## config.mk

```make
export PLATFORM = sky130hd
export DESIGN_NAME = wb_retire_tracer
export DESIGN_NICKNAME = d
export VERILOG_FILES = /design/src/rtl/wb_retire_tracer_pkg.sv /design/src/rtl/wb_retire_tracer_fifo.sv /design/src/rtl/wb_retire_tracer.sv
export SDC_FILE = /design/constraint.sdc
export NUM_CORES = 1
export LEC_CHECK = 0
export BUFFER_PORTS_ARGS = -buffer_cell sky130_fd_sc_hd__buf_2
export CORE_MARGIN = 2
export CORE_UTILIZATION = 40
export DETAILED_ROUTE_END_ITERATION = 7
export PLACE_DENSITY = 0.67
export SETUP_SLACK_MARGIN = 0.4
export SLEW_MARGIN = 20
export SYNTH_ARGS = -nofsm -noshare
export SYNTH_HDL_FRONTEND = slang
export SYNTH_SLANG_ARGS = --single-unit
```

## constraint.sdc

```tcl
create_clock -name clk -period 11.3 [get_ports clk]
set_input_delay 0.565 -clock clk [delete_from_list [all_inputs] [get_ports clk]]
set_output_delay 0.565 -clock clk [all_outputs]
set_load 0.02 [all_outputs]
```

## src/rtl/wb_retire_tracer_pkg.sv

```systemverilog
// Shared MEM/WB pipeline-register types and the trace record produced at retirement.
// The MemtoReg encodings select the value that reaches the register file.
package wb_retire_tracer_pkg;

    localparam int TRACE_SEQ_W = 16;

    localparam logic [1:0] WB_SEL_ALU     = 2'b00;
    localparam logic [1:0] WB_SEL_MEM     = 2'b01;
    localparam logic [1:0] WB_SEL_PC4     = 2'b10;
    localparam logic [1:0] WB_SEL_ALU_ALT = 2'b11;

    typedef struct packed {
        logic [31:0] pc_plus_4;
        logic [31:0] Curr_Instr;
        logic [4:0]  rd;
        logic        RegWrite;
        logic [1:0]  MemtoReg;
        logic [31:0] Alu_Result;
        logic [31:0] MemReadData;
    } mem_wb_reg;

    typedef struct packed {
        logic [TRACE_SEQ_W-1:0] seq;
        logic [31:0]            pc;
        logic [31:0]            instr;
        logic [4:0]             rd;
        logic                   we;
        logic [31:0]            wdata;
    } trace_rec_t;

    // Write-back mux: the value the register file would receive for this instruction.
    function automatic logic [31:0] wb_select(input mem_wb_reg w);
        logic [31:0] sel_v;
        case (w.MemtoReg)
            WB_SEL_ALU:     sel_v = w.Alu_Result;
            WB_SEL_MEM:     sel_v = w.MemReadData;
            WB_SEL_PC4:     sel_v = w.pc_plus_4;
            WB_SEL_ALU_ALT: sel_v = w.Alu_Result;
            default:        sel_v = w.Alu_Result;
        endcase
        return sel_v;
    endfunction

endpackage

```

## src/rtl/wb_retire_tracer_fifo.sv

```systemverilog
// Synchronous show-ahead FIFO with wrap-bit pointers; the head reads as zero while empty.
module trace_fifo #(
    parameter int DEPTH = 8,
    parameter int WIDTH = 32
) (
    input  logic                       clk,
    input  logic                       reset,
    input  logic                       clear,
    input  logic                       push,
    input  logic                       pop,
    input  logic [WIDTH-1:0]           din,
    output logic [WIDTH-1:0]           dout,
    output logic                       full,
    output logic                       empty,
    output logic [$clog2(DEPTH):0]     level
);

    localparam int AW = $clog2(DEPTH);

    logic [WIDTH-1:0] mem_r [DEPTH];
    logic [AW:0]      wr_ptr_r;
    logic [AW:0]      rd_ptr_r;

    assign empty = (wr_ptr_r == rd_ptr_r);
    assign full  = (wr_ptr_r[AW] != rd_ptr_r[AW]) && (wr_ptr_r[AW-1:0] == rd_ptr_r[AW-1:0]);
    assign level = wr_ptr_r - rd_ptr_r;

    // Pointer update; clear behaves like reset so pending push/pop are discarded.
    always_ff @(posedge clk) begin
        if (reset || clear) begin
            wr_ptr_r <= '0;
            rd_ptr_r <= '0;
        end else begin
            if (push) begin
                wr_ptr_r <= wr_ptr_r + {{AW{1'b0}}, 1'b1};
            end
            if (pop && !empty) begin
                rd_ptr_r <= rd_ptr_r + {{AW{1'b0}}, 1'b1};
            end
        end
    end

    // Storage array; contents need no reset because the pointers gate visibility.
    always_ff @(posedge clk) begin
        if (push && !reset && !clear) begin
            mem_r[wr_ptr_r[AW-1:0]] <= din;
        end
    end

    // Show-ahead head entry, forced to zero while nothing is queued.
    always_comb begin
        dout = '0;
        if (empty) begin
            dout = '0;
        end else begin
            dout = mem_r[rd_ptr_r[AW-1:0]];
        end
    end

endmodule

```

## src/rtl/wb_retire_tracer.sv

```systemverilog
// Retirement tracer beside the WB stage: formats each retiring instruction into a trace
// record, queues it, and keeps retire/sequence/drop bookkeeping. Never stalls the pipeline.
module wb_retire_tracer
    import wb_retire_tracer_pkg::*;
#(
    parameter int DEPTH = 8,
    parameter int SEQ_W = TRACE_SEQ_W
) (
    input  logic                   clk,
    input  logic                   reset,
    input  mem_wb_reg              wb_in,
    input  logic                   wb_valid,
    input  logic                   trace_en,
    input  logic                   clear,
    output logic                   trace_valid,
    input  logic                   trace_ready,
    output trace_rec_t             trace_rec,
    output logic [31:0]            retire_cnt,
    output logic [15:0]            drop_cnt,
    output logic                   overflow,
    output logic [$clog2(DEPTH):0] fifo_level
);

    logic [SEQ_W-1:0] seq_r;
    logic [31:0]      retire_r;
    logic [15:0]      drop_r;
    logic             overflow_r;

    logic       cap_s;
    logic       pop_s;
    logic       push_s;
    logic       drop_s;
    logic       full_s;
    logic       empty_s;
    logic       we_s;
    trace_rec_t rec_s;
    trace_rec_t head_s;

    // clear outranks capture and pop; the FIFO also discards them on clear.
    assign cap_s  = wb_valid & trace_en & ~clear;
    assign pop_s  = trace_valid & trace_ready & ~clear;
    assign push_s = cap_s & (~full_s | pop_s);
    assign drop_s = cap_s & full_s & ~pop_s;
    assign we_s   = wb_in.RegWrite & (wb_in.rd != 5'd0);

    // Record formatting from the current MEM/WB contents.
    always_comb begin
        rec_s       = '0;
        rec_s.seq   = TRACE_SEQ_W'(seq_r);
        rec_s.pc    = wb_in.pc_plus_4 - 32'd4;
        rec_s.instr = wb_in.Curr_Instr;
        rec_s.rd    = wb_in.rd;
        rec_s.we    = we_s;
        if (we_s) begin
            rec_s.wdata = wb_select(wb_in);
        end else begin
            rec_s.wdata = 32'd0;
        end
    end

    trace_fifo #(
        .DEPTH (DEPTH),
        .WIDTH ($bits(trace_rec_t))
    ) u_fifo (
        .clk   (clk),
        .reset (reset),
        .clear (clear),
        .push  (push_s),
        .pop   (pop_s),
        .din   (rec_s),
        .dout  (head_s),
        .full  (full_s),
        .empty (empty_s),
        .level (fifo_level)
    );

    // Bookkeeping: seq and retire count advance on every capture, dropped or not.
    always_ff @(posedge clk) begin
        if (reset || clear) begin
            seq_r      <= '0;
            retire_r   <= 32'd0;
            drop_r     <= 16'd0;
            overflow_r <= 1'b0;
        end else begin
            if (cap_s) begin
                seq_r    <= seq_r + SEQ_W'(1);
                retire_r <= retire_r + 32'd1;
            end
            if (drop_s) begin
                overflow_r <= 1'b1;
                if (drop_r != 16'hFFFF) begin
                    drop_r <= drop_r + 16'd1;
                end
            end
        end
    end

    assign trace_valid = ~empty_s;
    assign trace_rec   = head_s;
    assign retire_cnt  = retire_r;
    assign drop_cnt    = drop_r;
    assign overflow    = overflow_r;

endmodule

```

# [Word-level counts from Yosys, hierarchy flattened]
# Memory sizes are Yosys's and may differ from the RTL's. A register that Yosys moved wholly into a read port is not among the register bits.
# Index checks and enable logic that the tools add are counted.
[totals] reg_bits=73 ramBits=944 output_inout_bits=172 word_cells=53 n_memories=1
[memory_table] memory="u_fifo.mem_r" words=8 word_bits=118 read_ports=1 rd_ports_with_merged_regs=1 write_ports=1 line_no="wb_retire_tracer_fifo.sv:20" text="logic [WIDTH-1:0] mem_r [DEPTH];"
[op_classes] n_addsub=7 eq_ne=7 mux=7 n_bitwise=13 n_reduce_logical=12
[op_table] op="118-bit two-way mux" n=1
[op_table] op="32-bit one-hot mux with 3 select lines" n=1
[op_table] op="16-bit by 1-bit adder with 16-bit output, second input constant" n=2
[op_table] op="32-bit by 1-bit adder with 32-bit output, second input constant" n=1
[op_table] op="32-bit two-way mux" n=1
[op_table] op="32-bit by 3-bit subtractor with 32-bit output, second input constant" n=1
[op_table] op="16-bit != test, second input constant" n=1
[op_table] op="4-bit by 1-bit adder with 4-bit output, second input constant" n=2
[op_table] op="1-bit bitwise AND" n=8
[op_table] op="3-bit two-way mux" n=2
[op_table] op="5-bit nonzero test" n=1
[op_table] op="2-bit == test, second input constant" n=2
[op_table] op="4-bit == test" n=1
[op_table] op="1-bit logical AND" n=4
[op_table] op="1-bit NOT" n=4
[op_table] op="4-bit subtractor" n=1
[op_table] op="3-bit == test" n=1
[op_table] op="1-bit logical NOT" n=3
[op_table] op="2-bit by 1-bit == test with 1-bit output, second input constant" n=1
[op_table] op="2-bit logical NOT" n=1
[op_table] op="1-bit two-way mux" n=2
[op_table] op="2-bit AND reduction" n=1
[op_table] op="2-bit OR reduction" n=1
[op_table] op="1-bit logical OR" n=1
[op_table] op="other kinds (2)" n=2

# [Depth between registers and ports, before layout]
# Gate-level depths: netlist of run 1.
[depth] ltp_word=10 depth_mapped=7 ltp_nobuf=6

# [Modules after synthesis]
# Synthesis of run 1 repeated with hierarchy kept, for this count alone.
[hier_totals] hier_cells=2070 area_unflattened_um2=40293.6
[by_module_without_submodules] mod="trace_fifo" n_inst=1 cells_per_inst=1455 area_per_inst_um2=35755.5 seq_area_each_um2=28567.4
[by_module_without_submodules] mod="wb_retire_tracer" n_inst=1 cells_per_inst=615 area_per_inst_um2=4538.1 seq_area_each_um2=1301.2

# [Least setup slack after synthesis of run 1]
# Ideal clock, no wire load.
[synth_timing] kind="register to register" start="reg u_fifo.rd_ptr_r[1]" end="mem u_fifo.mem_r[1][0] (netlist name) (enable)" setup_ns=0.739 arrival_ns=9.487 required_ns=10.561 slack_ns=1.073 path_stages_with_launch=7 path_buffers=0 path_cell_list="dfxtp_1 -> inv_1 -> ha_1 -> and4b_1 -> a21oi_1 -> nand3_1 -> nor3_1"
[synth_between] elab_chain_cells=10
[synth_lines] item="from (decl)" line_no="wb_retire_tracer_fifo.sv:22" text="logic [AW:0] rd_ptr_r;"
[synth_lines] item="from (signal assigned)" line_no="wb_retire_tracer_fifo.sv:38" text="rd_ptr_r <= rd_ptr_r + {{AW{1'b0}}, 1'b1};"
[synth_lines] item="4-bit == test" line_no="wb_retire_tracer_fifo.sv:24" text="assign empty = (wr_ptr_r == rd_ptr_r);"
[synth_lines] item="1-bit NOT" line_no="wb_retire_tracer.sv:98" text="assign trace_valid = ~empty_s;"
[synth_lines] item="1-bit bitwise AND (2 in a row)" line_no="wb_retire_tracer.sv:41" text="assign pop_s = trace_valid & trace_ready & ~clear;"
[synth_lines] item="1-bit bitwise OR (*)" line_no="wb_retire_tracer.sv:42" text="assign push_s = cap_s & (~full_s | pop_s);"
[synth_lines] item="1-bit bitwise AND (*)" line_no="wb_retire_tracer.sv:42"
[synth_lines] item="1-bit logical AND (*) (2 in a row)" line_no="wb_retire_tracer_fifo.sv:45" text="if (push && !reset && !clear) begin"
[synth_lines] item="1-bit two-way mux (*)" line_no="wb_retire_tracer_fifo.sv:45"
[synth_lines] item="1-bit two-way mux (implied by the code) (*)" line_no="wb_retire_tracer_fifo.sv:46" text="mem_r[wr_ptr_r[AW-1:0]] <= din;"
[synth_lines] item="to (decl)" line_no="wb_retire_tracer_fifo.sv:20"
# Mark *: on every way between the ends. The rest lies on a longest branch, timed or not.

==> metrics.yaml, run 1 <==
worst_setup_path:
  cp.arrival_ns: 4.52
  crit_path_frequent_cell: "buf_4"
  worstPathBufferInverterCount: 3
  critPathTopFamily: "buffers and inverters"
  cp-end-kind: "output pin"
  crit_path_max_incr_delay_ns: 0.98
  worstSetupPathType: "reg -> out"
  required_ns: 10.74
  cp_cell_sequence: "buf_4 > buf_4 > mux4_2 > mux2i_1 > nor2_1 > buf_2"
  cp-start-kind: "flip-flop"
  crit_fanout: 73
  r2r_slack_ns: 6.79
  cp_slowest_cell: "buf_4"
global_routing:
  grt_use_total_pct: 19.8
  gr-total-overflow: 0
  grt_max_degree: 119
  first_global_vias: 22700
  grt_pass1_wl_mm: 151
  antenna_found_initial: 5
timing:
  max_freq_ghz: 0.197
  tightest_slew_ns: 1.12
  final.setup.tns_ns: 0
  fin_skew_ns: 0.0199
  hold_viol: 0
  setup_viol: 0
  max_slew_margin_pct: 25.3
  fin_crit_ns: 5.09
  whs_ns: 0.151
  drv_slew: 0
  rsz0062_at_grt: "false"
  fin_crit_sh_pct: 45.0
route:
  wl_met2_mm: 48.5
  ant_nets: 0
  wl_met3_mm: 8.66
  top_layer: "met5"
  wl_per_cell_um: 26.3
  drt-initial-drc-count: 2213
  finalWirelength_mm: 104
  vias: 22200
  vias_per_cell: 5.62
  drc_errors: 0
  wl_met1_mm: 44.3
  first_pass_iters: 5
finish:
  nNetsFinal: 2663
  final_cell_count_no_fill: 3954
  synthToLayoutAreaGrowth_pct: 16.0
  fin_util_pct: 47.0
  drive_gt1_share_pct: 28.6
clock_tree:
  post_cts_buffers: 0
  cts_tree: "built"
  cts_buffers: 103
  ctsHoldBuffers: 0
  htree_levels: 3
  cts_sinks: 1020
  post_cts_resized: 0
  worstSkewPairLatency_ns: 0.68
  clockBufferDepth: 3
  path_clk_slew_ns: 0.06
  clockRootBuffer: "clkbuf_16"
floorplan:
  num_io_pins: 314
  fp.dieW_um: 323
  dieArea_mm2: 0.104
  core-area_mm2: 0.100
  placementRows: 116
  chipHeight_um: 323
  initial_utilization_pct: 40.5
yosys:
  ys_types: 46
  syn_area_per_cell_um2: 18.6
  postSynthCellCount: 2184
  synth_warnings: 0
  syn_nets: 2338
  yosysSeqAreaShare_pct: 73.4
  async_flop_share_pct: 0
  netlist_area_mm2: 0.0407
  synthFlopType: "edfxtp_1"
  synth-seq-cells: 1020
  synth-edff-count: 944
place:
  dpl.hpwl_mm: 60.0
  io_buffers: 313
  routabilityCongestion: 0.900
  dp.cells: 3760
power:
  comb_power_share_pct: 2.9
  p_leak_nw: 15.0
  seqPwrFrac_pct: 53.7
  ir_drop_mv: 0.130
  p_switching_mw: 1.59
  powerDensity_mw_per_mm2: 163
  cell_internal_pwr_mw: 6.10
  swShare_pct: 20.7
  clockPowerShare_pct: 43.4
flow_run:
  drv_cap: 0
hold_path:
  worstHoldPathType: "in -> reg"
status:
  status: "finished clean"
[cells in the mapped netlist, drive strengths merged (3+ instances only)]
master / number / area [um2]
edfxtp: 944 / 28300
mux4: 236 / 5320
nor2: 232 / 871
mux2i: 126 / 1260
dfxtp: 76 / 1520
clkbuf: 74 / 278
a21oi: 67 / 335
buf: 44 / 176
nand2: 42 / 158
xor2: 33 / 289
a22oi: 32 / 240
nand3: 28 / 140
or4: 27 / 203
nor3: 24 / 120
xnor2: 24 / 210
nor4: 22 / 138
inv: 21 / 78.8
nand4: 19 / 119
o31ai: 19 / 143
or3: 19 / 119
o21ai: 15 / 75.1
ha: 11 / 138
and3: 8 / 50.1
and4: 8 / 70.1
a31oi: 3 / 18.8
a41o: 3 / 30.0
and2: 3 / 18.8
o211ai: 3 / 22.5
[final cells by class]
type	instances	area, um2
Tap cell	1357	1700
Clock buffer	136	2770
Multi-Input combinational cell	1025	10300
Fill cell	8507	53200
Inverter	21	78.8
Timing Repair Buffer	338	1870
Antenna cell	4	10.0
Sequential cell	1020	29900
Clock inverter	53	532
[through the flow]
stage / area [um2] / power, mW / worst slack [ns]
final: 47200 / 7.69 / 6.21
after global routing: 47200 / 7.91 / 5.93
after CTS: 47200 / 7.75 / 5.96
after detailed placement: 43900 / 4.43 / 6.71
after global placement: 43900 / 4.42 / 6.74
after floorplan: 40700 / 4.30 / 1.07
[kinds of logic after synthesis]
logic type | synth area share, %
simple gates | 5.19
fa+ha+maj | 0.388
xor+xnor | 1.23
flops | 73.4
mux | 16.2
compound gates | 2.29
buf+inv | 1.31
[per-layer routing]
layer / up-vias / track usage (%)
li1: 9493 / -
met1: 11600 / 27.7
met2: 968 / 31.4
met3: 169 / 4.53
met4: 2 / 5.20
met5: - / 0
[worst paths after layout]
kind,start,to,cells after the start
setup / recovery,flip-flop,trace_rec[13],6
hold / removal,wb_in[94],u_fifo.mem_r[4][60],1
setup reg to reg,u_fifo.wr_ptr_r[2],u_fifo.mem_r[0][64],8
hold reg to reg,retire_cnt[30],retire_cnt[30],2
[registers in the layout, indices dropped and copies added, names as in the netlist, named ones only]
| signal | count |
|---|---|
| u_fifo.mem_r | 944 |
| seq_r | 16 |
| u_fifo.wr_ptr_r | 4 |
| retire_cnt | 32 |
| overflow | 1 |
| drop_cnt | 16 |
| u_fifo.rd_ptr_r | 4 |
[cell usage in the layout (no fill, tap or decap), types with 4 or more instances in the layout]
cell type   synthesis  layout
edfxtp_1          944     944
buf_2               9     313
mux4_2            236     236
nor2_1            232     225
mux2i_1           126     126
clkbuf_16           0     105
dfxtp_1            76      73
a21oi_1            67      67
nand2_1            42      42
xor2_1             33      33
a22oi_1            32      32
nand3_1            28      28
clkbuf_1           74      28
or4_1              27      27
xnor2_1            24      24
nor4_1             22      22
nor3_1             24      22
inv_1              21      21
clkinv_2            0      20
or3_1              19      19
nand4_1            19      19
o31ai_1            19      19
buf_4               0      16
o21ai_0            14      14
clkinv_1            0      12
ha_1               11      10
and4_1              8       8
and3_1              8       8
bufinv_16           0       8
buf_12              0       8
nor2_4              0       7
diode_2             0       4
clkinvlp_4          0       4
[power groups by stage]
stage	clock network [mW]	logic [mW]	registers [mW]
after floorplan	0	0.0957	4.21
after global placement	0	0.213	4.21
after detailed placement	0	0.222	4.21
after CTS	3.40	0.223	4.13
after global routing	3.54	0.242	4.13
final	3.33	0.226	4.13
Power figures use the tool's default switching activity.
==> inputs of run 2 (changes only) <==
--- a/config.mk
+++ b/config.mk
@@ -5,6 +5,7 @@
 export SDC_FILE = /design/constraint.sdc
 export NUM_CORES = 1
 export LEC_CHECK = 0
+export ABC_AREA = 1
 export BUFFER_PORTS_ARGS = -buffer_cell sky130_fd_sc_hd__buf_2
 export CORE_MARGIN = 2
 export CORE_UTILIZATION = 40
==> constraint.sdc (replaced) <==
create_clock -name clk -period 5.1 [get_ports clk]
set_input_delay 0.255 -clock clk [delete_from_list [all_inputs] [get_ports clk]]
set_output_delay 0.255 -clock clk [all_outputs]
set_load 0.02 [all_outputs]
==> metrics.yaml, run 2 <==
floorplan:
  initial_utilization_pct: 40.2  # -0.28 points
  num_io_pins: 314  # unchanged
  chipHeight_um: 329  # +1.9%
  dieArea_mm2: 0.108  # +3.9%
  core-area_mm2: 0.105  # +4.7%
  placementRows: 119  # +2.6%
  fp.dieW_um: 329  # +1.9%
finish:
  final_common_cell: "nor2_1"
  drive_gt1_share_pct: 12.7  # -16 points
  fin_util_pct: 46.6  # -0.40 points
  largest_register_ffs: 944  # unchanged
  most-common-layout-cells: "1,078 x nor2_1, 944 x edfxtp_1, 586 x o21ai_0, 313 x buf_2, 281 x nand2_1"
  nNetsFinal: 4173  # +57%
  fillerInstances: 9506  # +12%
  synthToLayoutAreaGrowth_pct: 15.8
route:
  finalWirelength_mm: 120  # +15%
  drc_errors: 0  # unchanged
  first_pass_iters: 8  # +3
  ant_nets: 0  # unchanged
  vias: 29700  # +34%
  vias_per_cell: 5.41  # -3.7%
  wl_per_cell_um: 21.8  # -17%
  drt-initial-drc-count: 3177  # +44%
yosys:
  synthFlopType: "edfxtp_1"
  syn_nets: 3889  # +66%
  yosys.area_share.xor_xnor_pct: 0.849  # -0.38 points
  yosysSeqAreaShare_pct: 70.6  # -2.8 points
  yosysTopAreaCell: "edfxtp_1"
  synth_warnings: 0  # unchanged
  netlist.area_leader.share_pct: 67.0  # -2.6 points
  syn_area_per_cell_um2: 11.3  # -39%
  synth_area_leaders: "edfxtp_1 67%, nor2_1 9.6%, o21ai_0 6.9%"
  synthAdderAreaFrac_pct: 0.373  # -0.015 points
  synthSimpleGateAreaFrac_pct: 13.7  # +8.5 points
  synth_top_family_by_area: "simple AND/OR/NAND/NOR gates"
  postSynthCellCount: 3735  # +71%
  synth-seq-cells: 1020  # unchanged
  async_flop_share_pct: 0  # unchanged
  ys_top_cells_by_count: "1,086 x nor2_1, 944 x edfxtp_1, 586 x o21ai_0, 282 x nand2_1, 132 x clkbuf_1"
  synth-compound-area-share_pct: 11.2  # +8.9 points
  yosysMostFrequentCell: "nor2_1"
  synth-edff-count: 944  # unchanged
  netlist_area_mm2: 0.0423  # +3.9%
  ys_types: 37  # -20%
  synthMuxAreaShare_pct: 0  # -16 points
timing:
  fin_crit_sh_pct: 75.5
  drv_slew: 0  # unchanged
  hold_viol: 0  # unchanged
  rsz0062_at_grt: "false"
  max_slew_margin_pct: 23.0  # -2.3 points
  worst_slack_ns: 1.25  # -4.96 ns
  final.setup.tns_ns: 0  # unchanged
  setup_viol: 0  # unchanged
  fin_crit_ns: 3.85
  tightest_slew_ns: 1.15  # +0.0340 ns
  fin_skew_ns: 0.0341  # +0.0142 ns
  max_freq_ghz: 0.260
hold_path:
  worstHoldPathType: "in -> reg"
global_routing:
  gr-total-overflow: 0  # unchanged
  grt_pass1_wl_mm: 175  # +16%
  first_global_vias: 27100  # +19%
  grt_max_degree: 202  # +70%
  grt_use_total_pct: 21.5  # +1.7 points
  antenna_found_initial: 30  # +25
clock_tree:
  post_cts_buffers: 0  # unchanged
  worstSkewPairLatency_ns: 0.68  # about the same
  clockBufferDepth: 3  # unchanged
  post_cts_resized: 0  # unchanged
  path_clk_slew_ns: 0.06  # about the same
  clockRootBuffer: "clkbuf_16"
  cts_buffers: 100  # -2.9%
  cts_sinks: 1020  # unchanged
  htree_levels: 3  # unchanged
  cts_tree: "built"
power:
  ir_drop_mv: 0.252  # +94%
  total_power_mw: 17.0  # +120%
  powerDensity_mw_per_mm2: 347  # +110%
  p_leak_nw: 17.0  # +13%
place:
  io_buffers: 313  # unchanged
  routabilityCongestion: 0.941  # +4.6%
  dpl.hpwl_mm: 73.2  # +22%
  dp_slack_ns: 1.86  # -4.84 ns
worst_setup_path:
  cp.arrival_ns: 3.60  # -0.92 ns
  required_ns: 4.85  # -5.89 ns
  worstSetupPathType: "reg -> out"
  cp-end-kind: "output pin"
  cp-start-kind: "flip-flop"
  crit_fanout: 175  # +140%
status:
  status: "finished clean"
flow_run:
  drv_cap: 0  # unchanged
==> run 2: through the flow <==
| step | hold slack, ns | std cells | area, um2 |
|---|---|---|---|
| finish | 0.0788 | 5499 | 49000 |
| global route | 0.0682 | 5495 | 49000 |
| CTS | 0.0259 | 5493 | 49000 |
| detailed placement | 0.479 | 5262 | 45300 |
| global placement | 0.461 | 5262 | 45300 |
| floorplan | 0.354 | 3735 | 42300 |
==> run 2: kinds of logic after synthesis <==
| logic type | after synthesis |
|---|---|
| adders and majority gates | 12 |
| xor gates and xnor gates | 41 |
| DFF | 1020 |
| and+or+nand+nor | 1480 |
| AOI/OAI and AO/OA | 848 |
| buffers and inverters | 334 |
==> run 2: timing repair <==
action / CTS / global route
hold buffers: 46 / 0
endpoints found under the hold margin: 329 / 0
endpoints found under the setup margin: 0 / 0
==> run 2: final timing paths <==
kind,slack [ns],cells after the start,start,to
max,1.25,7,flip-flop,trace_rec[83]
max reg2reg,1.87,10,u_fifo.rd_ptr_r[1],u_fifo.mem_r[1][41]
min reg2reg,0.49,2,overflow,overflow
min,0.08,2,wb_in[108],u_fifo.mem_r[3][74]
==> run 2: area by class of cell <==
| class | count | area [um2] | share of cell area, % |
|---|---|---|---|
| Sequential cell | 1020 | 29900 | 61.0 |
| Multi-Input combinational cell | 2381 | 11100 | 22.7 |
| Clock buffer | 125 | 2630 | 5.37 |
| Timing Repair Buffer | 401 | 2620 | 5.35 |
| Tap cell | 1391 | 1740 | 3.55 |
| Clock inverter | 60 | 549 | 1.12 |
| Inverter | 115 | 442 | 0.902 |
| Antenna cell | 6 | 15.0 | 0.0307 |
==> run 2: per-layer routing <==
layer	up-vias	global-route usage (%)	routed length, um
met2	1245	32.5	53400
met1	14500	30.6	51000
met4	38	4.53	2120
li1	13800	-	-
met5	-	0	219
met3	170	6.68	13200
==> run 2: report_power, final <==
part / switching [mW] / leakage (nW) / internal [mW]
registers: 0.0108 / 9.21 / 9.14
clock network: 3.14 / 1.53 / 3.98
logic: 0.548 / 6.24 / 0.200
total: 3.69 / 17.0 / 13.3
==> run 2: worst max-delay path, stage by stage (launching register included) <==
cell	delay, ns
dfxtp_4	0.57
inv_8	0.82
buf_4	0.45
nor2_1	0.07
o32ai_1	0.22
nor2_1	0.06
nor2_1	0.32
buf_2	0.24
